## src/rtl/led_regs_pkg.sv

```systemverilog
// Register offsets, response codes and FSM state types shared by the LED
// controller register block.
package led_regs_pkg;

   localparam logic [7:0] OFF_CTRL    = 8'h00;
   localparam logic [7:0] OFF_INTCLR  = 8'h04;
   localparam logic [7:0] OFF_INTCNT  = 8'h08;
   localparam logic [7:0] OFF_STATUS  = 8'h0C;
   localparam logic [7:0] OFF_SCRATCH = 8'h10;
   localparam logic [7:0] OFF_ID      = 8'h14;

   localparam logic [1:0] RESP_OKAY   = 2'b00;
   localparam logic [1:0] RESP_SLVERR = 2'b10;

   typedef enum logic {W_IDLE, W_RESP} w_state_e;
   typedef enum logic {R_IDLE, R_DATA} r_state_e;

endpackage

```

## src/rtl/led_ctrl_regs.sv

```systemverilog
// AXI4-Lite register slave for the LED counter: divider control, interrupt
// clear pulse, status/count readback, scratch and ID registers.
module led_ctrl_regs
   import led_regs_pkg::*;
#(
   parameter int unsigned ADDR_W = 6,
   parameter logic [31:0] BLK_ID = 32'h4C45_4431
) (
   input  logic              clk100,
   input  logic              rst,
   input  logic [ADDR_W-1:0] s_awaddr,
   input  logic              s_awvalid,
   output logic              s_awready,
   input  logic [31:0]       s_wdata,
   input  logic [3:0]        s_wstrb,
   input  logic              s_wvalid,
   output logic              s_wready,
   output logic [1:0]        s_bresp,
   output logic              s_bvalid,
   input  logic              s_bready,
   input  logic [ADDR_W-1:0] s_araddr,
   input  logic              s_arvalid,
   output logic              s_arready,
   output logic [31:0]       s_rdata,
   output logic [1:0]        s_rresp,
   output logic              s_rvalid,
   input  logic              s_rready,
   output logic [11:0]       div_o,
   output logic              wren_o,
   output logic              int_clr_o,
   input  logic [31:0]       int_cnt_i,
   input  logic              led_i,
   input  logic              led_int_i
);

   localparam int unsigned IDX_W = ADDR_W - 2;
   localparam logic [IDX_W-1:0] IDX_CTRL    = IDX_W'(OFF_CTRL    >> 2);
   localparam logic [IDX_W-1:0] IDX_INTCLR  = IDX_W'(OFF_INTCLR  >> 2);
   localparam logic [IDX_W-1:0] IDX_INTCNT  = IDX_W'(OFF_INTCNT  >> 2);
   localparam logic [IDX_W-1:0] IDX_STATUS  = IDX_W'(OFF_STATUS  >> 2);
   localparam logic [IDX_W-1:0] IDX_SCRATCH = IDX_W'(OFF_SCRATCH >> 2);
   localparam logic [IDX_W-1:0] IDX_ID      = IDX_W'(OFF_ID      >> 2);

   w_state_e         w_state_q, w_state_d;
   r_state_e         r_state_q, r_state_d;
   logic             aw_held_q, aw_held_d;
   logic             w_held_q, w_held_d;
   logic [IDX_W-1:0] awidx_q;
   logic [31:0]      wdata_q;
   logic [3:0]       wstrb_q;
   logic [11:0]      div_q, div_d;
   logic [31:0]      scratch_q, scratch_d;
   logic             wren_q, wren_d;
   logic             int_clr_q, int_clr_d;
   logic [1:0]       bresp_q, bresp_d;
   logic [31:0]      rdata_q, rdata_d;
   logic [1:0]       rresp_q, rresp_d;

   logic             aw_hs, w_hs, ar_hs;
   logic [IDX_W-1:0] wr_idx, rd_idx;
   logic [31:0]      wr_data;
   logic [3:0]       wr_strb;
   logic             unused_addr_lsbs;

   // Byte offset within a word never selects a register.
   assign unused_addr_lsbs = ^{s_awaddr[1:0], s_araddr[1:0]};

   assign s_awready = (w_state_q == W_IDLE) && !aw_held_q;
   assign s_wready  = (w_state_q == W_IDLE) && !w_held_q;
   assign s_arready = (r_state_q == R_IDLE);
   assign aw_hs     = s_awvalid && s_awready;
   assign w_hs      = s_wvalid && s_wready;
   assign ar_hs     = s_arvalid && s_arready;

   // A beat arriving this cycle is used directly, otherwise the captured one.
   assign wr_idx  = aw_held_q ? awidx_q : s_awaddr[ADDR_W-1:2];
   assign wr_data = w_held_q  ? wdata_q : s_wdata;
   assign wr_strb = w_held_q  ? wstrb_q : s_wstrb;
   assign rd_idx  = s_araddr[ADDR_W-1:2];

   always_comb begin
      // NOTE: every output of this block is defaulted first, so no path through the cases can infer a latch.
      w_state_d = w_state_q;
      aw_held_d = aw_held_q || aw_hs;
      w_held_d  = w_held_q || w_hs;
      div_d     = div_q;
      scratch_d = scratch_q;
      bresp_d   = bresp_q;
      wren_d    = 1'b0;
      int_clr_d = 1'b0;
      unique case (w_state_q)
         W_IDLE: begin
            if ((aw_held_q || aw_hs) && (w_held_q || w_hs)) begin
               w_state_d = W_RESP;
               aw_held_d = 1'b0;
               w_held_d  = 1'b0;
               bresp_d   = RESP_OKAY;
               case (wr_idx)
                  IDX_CTRL: begin
                     if (wr_strb[0]) div_d[7:0]  = wr_data[7:0];
                     if (wr_strb[1]) div_d[11:8] = wr_data[11:8];
                     wren_d = wr_strb[0] || wr_strb[1];
                  end
                  IDX_INTCLR: int_clr_d = wr_strb[0] && wr_data[0];
                  IDX_SCRATCH: begin
                     for (int b = 0; b < 4; b++) begin
                        if (wr_strb[b]) scratch_d[8*b +: 8] = wr_data[8*b +: 8];
                     end
                  end
                  IDX_INTCNT, IDX_STATUS, IDX_ID: begin
                  end
                  default: bresp_d = RESP_SLVERR;
               endcase
            end
         end
         W_RESP: begin
            if (s_bready) w_state_d = W_IDLE;
         end
         default: w_state_d = W_IDLE;
      endcase
   end

   always_comb begin
      r_state_d = r_state_q;
      rdata_d   = rdata_q;
      rresp_d   = rresp_q;
      unique case (r_state_q)
         R_IDLE: begin
            if (ar_hs) begin
               r_state_d = R_DATA;
               rresp_d   = RESP_OKAY;
               case (rd_idx)
                  IDX_CTRL:    rdata_d = {20'd0, div_q};
                  IDX_INTCLR:  rdata_d = 32'd0;
                  IDX_INTCNT:  rdata_d = int_cnt_i;
                  IDX_STATUS:  rdata_d = {30'd0, led_int_i, led_i};
                  IDX_SCRATCH: rdata_d = scratch_q;
                  IDX_ID:      rdata_d = BLK_ID;
                  default: begin
                     rdata_d = 32'd0;
                     rresp_d = RESP_SLVERR;
                  end
               endcase
            end
         end
         R_DATA: begin
            if (s_rready) r_state_d = R_IDLE;
         end
         default: r_state_d = R_IDLE;
      endcase
   end

   always_ff @(posedge clk100) begin
      // NOTE: state is updated with non-blocking assignments so every register samples pre-edge values.
      if (rst) begin
         w_state_q <= W_IDLE;
         r_state_q <= R_IDLE;
         aw_held_q <= 1'b0;
         w_held_q  <= 1'b0;
         div_q     <= '0;
         scratch_q <= '0;
         wren_q    <= 1'b0;
         int_clr_q <= 1'b0;
         bresp_q   <= RESP_OKAY;
         rdata_q   <= '0;
         rresp_q   <= RESP_OKAY;
      end else begin
         w_state_q <= w_state_d;
         r_state_q <= r_state_d;
         aw_held_q <= aw_held_d;
         w_held_q  <= w_held_d;
         div_q     <= div_d;
         scratch_q <= scratch_d;
         wren_q    <= wren_d;
         int_clr_q <= int_clr_d;
         bresp_q   <= bresp_d;
         rdata_q   <= rdata_d;
         rresp_q   <= rresp_d;
      end
   end

   // NOTE: capture registers carry no reset; the held flags gate every use of them.
   always_ff @(posedge clk100) begin
      if (aw_hs) awidx_q <= s_awaddr[ADDR_W-1:2];
      if (w_hs) begin
         wdata_q <= s_wdata;
         wstrb_q <= s_wstrb;
      end
   end

   assign s_bvalid  = (w_state_q == W_RESP);
   assign s_bresp   = bresp_q;
   assign s_rvalid  = (r_state_q == R_DATA);
   assign s_rdata   = rdata_q;
   assign s_rresp   = rresp_q;
   assign div_o     = div_q;
   assign wren_o    = wren_q;
   assign int_clr_o = int_clr_q;

endmodule

```

## config.mk

```make
export PLATFORM = sky130hd
export DESIGN_NAME = led_ctrl_regs
export DESIGN_NICKNAME = d
export VERILOG_FILES = /design/src/rtl/led_regs_pkg.sv /design/src/rtl/led_ctrl_regs.sv
export SDC_FILE = /design/constraint.sdc
export NUM_CORES = 1
export LEC_CHECK = 0
export BUFFER_PORTS_ARGS = -buffer_cell sky130_fd_sc_hd__buf_4
export CORE_MARGIN = 3
export CORE_UTILIZATION = 40
export DETAILED_ROUTE_END_ITERATION = 12
export GPL_TIMING_DRIVEN = 1
export PLACE_DENSITY = 0.6
export SLEW_MARGIN = 15
export SYNTH_ARGS = -nofsm -noshare
export SYNTH_HDL_FRONTEND = slang
export SYNTH_SLANG_ARGS = --single-unit
```

## constraint.sdc

```tcl
create_clock -name clk100 -period 3.38 [get_ports clk100]
set_input_delay 0.676 -clock clk100 [delete_from_list [all_inputs] [get_ports clk100]]
set_output_delay 0.676 -clock clk100 [all_outputs]
set_load 0.005 [all_outputs]
```

# After elaboration in Yosys (flattened, before gate mapping)
# Index checks and enable logic that the tools add are counted.
dict set report op_classes {
  n_mux 16
  n_reduce_logical 26
  n_eq_ne 10
  bitwise_logic 5
}
# op count
set ops {}
lappend ops {{$pmux W32 S5} 1}
lappend ops {{$mux W32} 1}
lappend ops {{$reduce_and A4 Y1} 6}
lappend ops {{$eq A4 B2 Y1 const B} 4}
lappend ops {{$eq A4 B3 Y1 const B} 4}
lappend ops {{$reduce_or A6 Y1} 2}
lappend ops {{$eq A4 B1 Y1 const B} 2}
lappend ops {{$logic_not A4 Y1} 2}
lappend ops {{$mux W1} 8}
lappend ops {{$mux W4} 2}
lappend ops {{$reduce_or A4 Y1} 2}
lappend ops {{$logic_and A1 B1 Y1} 7}
lappend ops {{$not A1 Y1} 5}
lappend ops {{$mux W2} 2}
lappend ops {{$pmux W1 S2} 2}
lappend ops {{$reduce_and A2 Y1} 2}
lappend ops {{$logic_or A1 B1 Y1} 3}
lappend ops {{$logic_not A1 Y1} 2}
dict set report word_totals {
  regBits 126
  out_inout_bits 55
  word_cells 75
  in_bits 89
}

# Logic depth before layout (Yosys ltp)
dict set report depth {
  ltp_word 7
  mapped_depth 7
  mapped_depth_nobuf 4
}

# Worst setup path before layout
# OpenSTA, ideal clock, no wires.
dict set report synth_timing {
  path_kind {register to register}
  startpoint {reg w_held_q}
  endpoint {reg wdata_q[0] (enable)}
  setup_ps 397
  required_time_ps 2983
  arrival_time_ps 1774
  synth_period_minus_slack_ps 2171
  setup_slack_ps 1209
  n_path_buf 2
  path_stages_with_launch 5
  path_cell_list {dfxtp_1 > buf_2 > buf_2 > nor2_1 > and2_1}
}
dict set report synth_via {
  elab_chain_cells 3
}
# item line_no
set synth_rtl {}
lappend synth_rtl {{start, declared} led_ctrl_regs.sv:47} ;# logic w_held_q, w_held_d;
lappend synth_rtl {{start signal, assigned} led_ctrl_regs.sv:171} ;# w_held_q <= w_held_d;
lappend synth_rtl {{$logic_not A1 Y1} led_ctrl_regs.sv:69} ;# assign s_wready = (w_state_q == W_IDLE) && !w_held_q;
lappend synth_rtl {{$logic_and A1 B1 Y1} led_ctrl_regs.sv:69}
lappend synth_rtl {{named net s_wready} led_ctrl_regs.sv:17} ;# output logic s_wready,
lappend synth_rtl {{$logic_and A1 B1 Y1} led_ctrl_regs.sv:72} ;# assign w_hs = s_wvalid && s_wready;
lappend synth_rtl {{named net w_hs} led_ctrl_regs.sv:59} ;# logic aw_hs, w_hs, ar_hs;
lappend synth_rtl {{end signal, assigned} led_ctrl_regs.sv:186} ;# wdata_q <= s_wdata;
lappend synth_rtl {{end, declared} led_ctrl_regs.sv:49} ;# logic [31:0] wdata_q;
# The timed path passes the listed nets, and every way through them passes these cells.
# A chain may end at the register's enable or synchronous reset.

# Worst setup path after layout
dict set report layout_timing {
  startpoint {reg w_held_q}
  endpoint {reg scratch_q[10]}
}
dict set report layout_via {
  elab_chain_cells 6
  elab_cells_between_ends 8
  cone_classes {mux (2); reduce/logical (6)}
}
# item line_no
set layout_rtl {}
lappend layout_rtl {{$logic_not A1 Y1} led_ctrl_regs.sv:69}
lappend layout_rtl {{$logic_and A1 B1 Y1} led_ctrl_regs.sv:69}
lappend layout_rtl {{$logic_and A1 B1 Y1} led_ctrl_regs.sv:72}
lappend layout_rtl {{$logic_or A1 B1 Y1} led_ctrl_regs.sv:93} ;# if ((aw_held_q || aw_hs) && (w_held_q || w_hs)) begin
lappend layout_rtl {{$logic_and A1 B1 Y1} led_ctrl_regs.sv:93}
lappend layout_rtl {{$reduce_and A4 Y1 (no source line)} -}
lappend layout_rtl {{end signal, assigned} led_ctrl_regs.sv:173} ;# scratch_q <= scratch_d;
lappend layout_rtl {{end, declared} led_ctrl_regs.sv:52} ;# logic [31:0] scratch_q, scratch_d;
# Parallel ways exist; a longest one is shown, timed or not.

==> results.yml <==
status:
  outcome: "completed"
cts:
  numCtsBuffers: 17
  cts_buffer_depth: 2
  clock_sinks: 124
  post_cts_resized: 0
  root_buffer: "clkbuf_16"
  clkLatencyLatePin_ns: 0.41
  cts_hold_buf: 0
  htree_levels: 4
  tritoncts: "built"
  cts_setup_buffers: 0
  path_clk_slew_ns: 0.05
logic_synthesis:
  synth_top_area_cell: "dfxtp_1"
  synthFlopType: "dfxtp_1"
  ys_seq_area_frac: 0.520
  syn_inst: 508
  ys_ff_latch: 124
  synth_edf_count: 40
  yosysTopAreaCellShare: 0.303
  avgSynthCellArea_sq_um: 10.9
  yosysWarnings: 0
  yosysUniqueCellTypes: 49
  yosys-top-cells-area: "dfxtp_1 30%, edfxtp_1 22%, mux2_2 8.7%"
  ys_async_sr_fraction: 0
  synthesis.area_sq_um: 5550
global_route:
  grt_pass1_wl_microns: 22500
  grt_pass1_vias: 4253
  grt_overflow: 0
  grt_max_degree: 51
  antenna_found_initial: 0
  grt.total_usage: 0.196
cells_and_area:
  drive_gt1_frac: 0.375
  final_common_cell: "buf_4"
  design_area_sq_um: 7250
  final_cell_mix: "143 x buf_4, 83 x dfxtp_1, 68 x nand2_1"
  fillers: 1228
  diodes: 0
  layout.nets: 726
  syn2layout_area_growth_pct: 30.7
  final_util: 0.541
worst_setup_path:
  path_buf_inv: 1
  cpMaxStageDelayCell: "nand3b_1"
  crit_path_end_kind: "flop"
  cp_max_fo: 34
  worstSetupStartpointType: "flop"
  critPathKind: "reg -> reg"
  critPathMaxStageDelay_ns: 0.63
  r2r_end: "scratch_q[10]"
  cp_data_arrival_time_ns: 2.64
  worstPathCellList: "buf_4, mux2i_1, nand3b_1, mux2_4"
  cp_num_cells: 4
  r2r_start: "w_held_q"
  worstRegToRegCells: 4
  cp_data_required_time_ns: 3.68
  cp-startpoint: "w_held_q"
  reg2reg_slack_ns: 1.03
  critPathCapture: "scratch_q[10]"
  critPathTopFamily: "multiplexers"
placed_design:
  io_buffers: 137
  place_area_sq_um: 6670
  dp_hpwl_microns: 10200
  gp_congestion: 0.790
timing:
  tightest_slew_ns: 0.994
  rsz0062_at_grt: "false"
  finClkSkew_ns: 0.00812
  min_period_over_period: 0.694
  max_freq_mhz: 426
  whs_ns: 0.446
  setup_violations: 0
  fin_tns_setup_ns: 0
  hold_viol_final: 0
  period_minus_slack_ns: 2.35
  finalMaxSlewViolations: 0
  slew-limit-headroom: 0.337
power:
  clkPwrFrac: 0.474
  intPower_uw: 2910
  p_leak_uw: 0.00306
  p_sw_frac: 0.223
  switchingPower_uw: 832
  pwr-share-comb: 0.092
  power_frac_seq: 0.434
  peakVddDrop_mv: 0.373
  power.density_nw_per_um2: 516
flow_run:
  max_cap_viol_count: 0
floorplan:
  dieArea_sq_um: 15300
  rows: 42
  io-pin-count: 144
  core-area_sq_um: 13400
  start_util: 0.414
  die-width_microns: 124
  die_h_microns: 124
routing:
  wire_per_inst_microns: 17.6
  drc: 0
  dr.first_iter.drc_count: 250
  ant_nets: 0
  vias: 4246
  firstDrtPassIters: 5
  drt-total-wl_microns: 14500
  vias_per_cell: 5.14
worst_hold_path:
  hold_class: "in -> reg"
-- per-stage QoR --
step / power (uW) / cells / setup slack [ns]
finish: 3740 / 826 / 1.03
global route: 3880 / 826 / 0.890
CTS: 3790 / 826 / 1.01
detailed placement: 2000 / 794 / 0.914
global placement: 1990 / 794 / 0.946
floorplan: 1840 / 509 / 1.21
-- how the worst min path moves through the flow --
| stage | from | end | slack (ns) | depth (start not counted) |
|---|---|---|---|---|
| 2_1_floorplan | scratch_q[14] | scratch_q[14] | 0.43 | 2 |
| 3_5_place_dp | scratch_q[26] | scratch_q[26] | 0.45 | 2 |
| 4_1_cts | s_wdata[25] | wdata_q[25] | 0.43 | 1 |
| 6_report | s_wdata[11] | wdata_q[11] | 0.45 | 1 |
| 5_1_grt | s_wdata[7] | wdata_q[7] | 0.43 | 1 |
| 3_3_place_gp | scratch_q[16] | scratch_q[16] | 0.44 | 2 |
-- synthesized netlist by cell type, drive strengths merged (8+ instances only) --
| cell | number |
|---|---|
| dfxtp | 84 |
| nand2 | 68 |
| mux2 | 47 |
| mux2i | 41 |
| edfxtp | 40 |
| nor2 | 36 |
| o21ai | 21 |
| clkbuf | 19 |
| nor2b | 19 |
| a21oi | 17 |
| a22o | 16 |
| a22oi | 15 |
| buf | 15 |
| a21o | 8 |
| a32o | 8 |
| and2b | 8 |
| nor3 | 8 |
-- routing by layer --
| metal | GRT usage | vias to the layer above | part of all wire |
|---|---|---|---|
| li1 | - | 2082 | - |
| met1 | 0.256 | 2032 | 0.44 |
| met2 | 0.312 | 116 | 0.48 |
| met3 | 0.0527 | 16 | 0.060 |
| met4 | 0.0747 | 0 | 0.015 |
| met5 | 0 | - | 0 |
-- kinds of logic (layout without fill, tap and decap cells) --
family                 Yosys count  in the layout  share of synthesized area
AO/OA/AOI/OAI                   97             97                      0.126
buffers and inverters           39            180                     0.0372
flip-flops                     124            124                      0.520
multiplexers                    88             88                      0.172
other                            1              2                   0.000676
AND/OR/NAND/NOR                159            159                      0.144
-- power by group through the flow --
stage / Sequential [uW] / Clock (uW) / Combinational (uW)
after floorplan: 1640 / 0 / 196
after global placement: 1650 / 0 / 342
after detailed placement: 1650 / 0 / 349
after CTS: 1620 / 1810 / 350
after global routing: 1630 / 1880 / 380
final: 1620 / 1770 / 344
-- state kept, by name, summed over array words and instances, names as in the netlist --
register   count
int_clr_o      1
s_rdata       32
w_held_q       1
awidx_q        4
s_rresp        1
s_bvalid       1
wren_o         1
div_o         12
wstrb_q        4
s_rvalid       1
aw_held_q      1
s_bresp        1
wdata_q       32
scratch_q     32
-- area by class of cell --
| type | instances | area, sq um | area share |
|---|---|---|---|
| Sequential cell | 124 | 2880 | 0.398 |
| Timing Repair Buffer | 143 | 1070 | 0.148 |
| Clock inverter | 6 | 55.1 | 0.00759 |
| Tap cell | 176 | 220 | 0.0304 |
| Inverter | 5 | 18.8 | 0.00259 |
| Multi-Input combinational cell | 346 | 2470 | 0.341 |
| Clock buffer | 26 | 531 | 0.0732 |
Note: power is estimated with default switching activity, not from simulation.
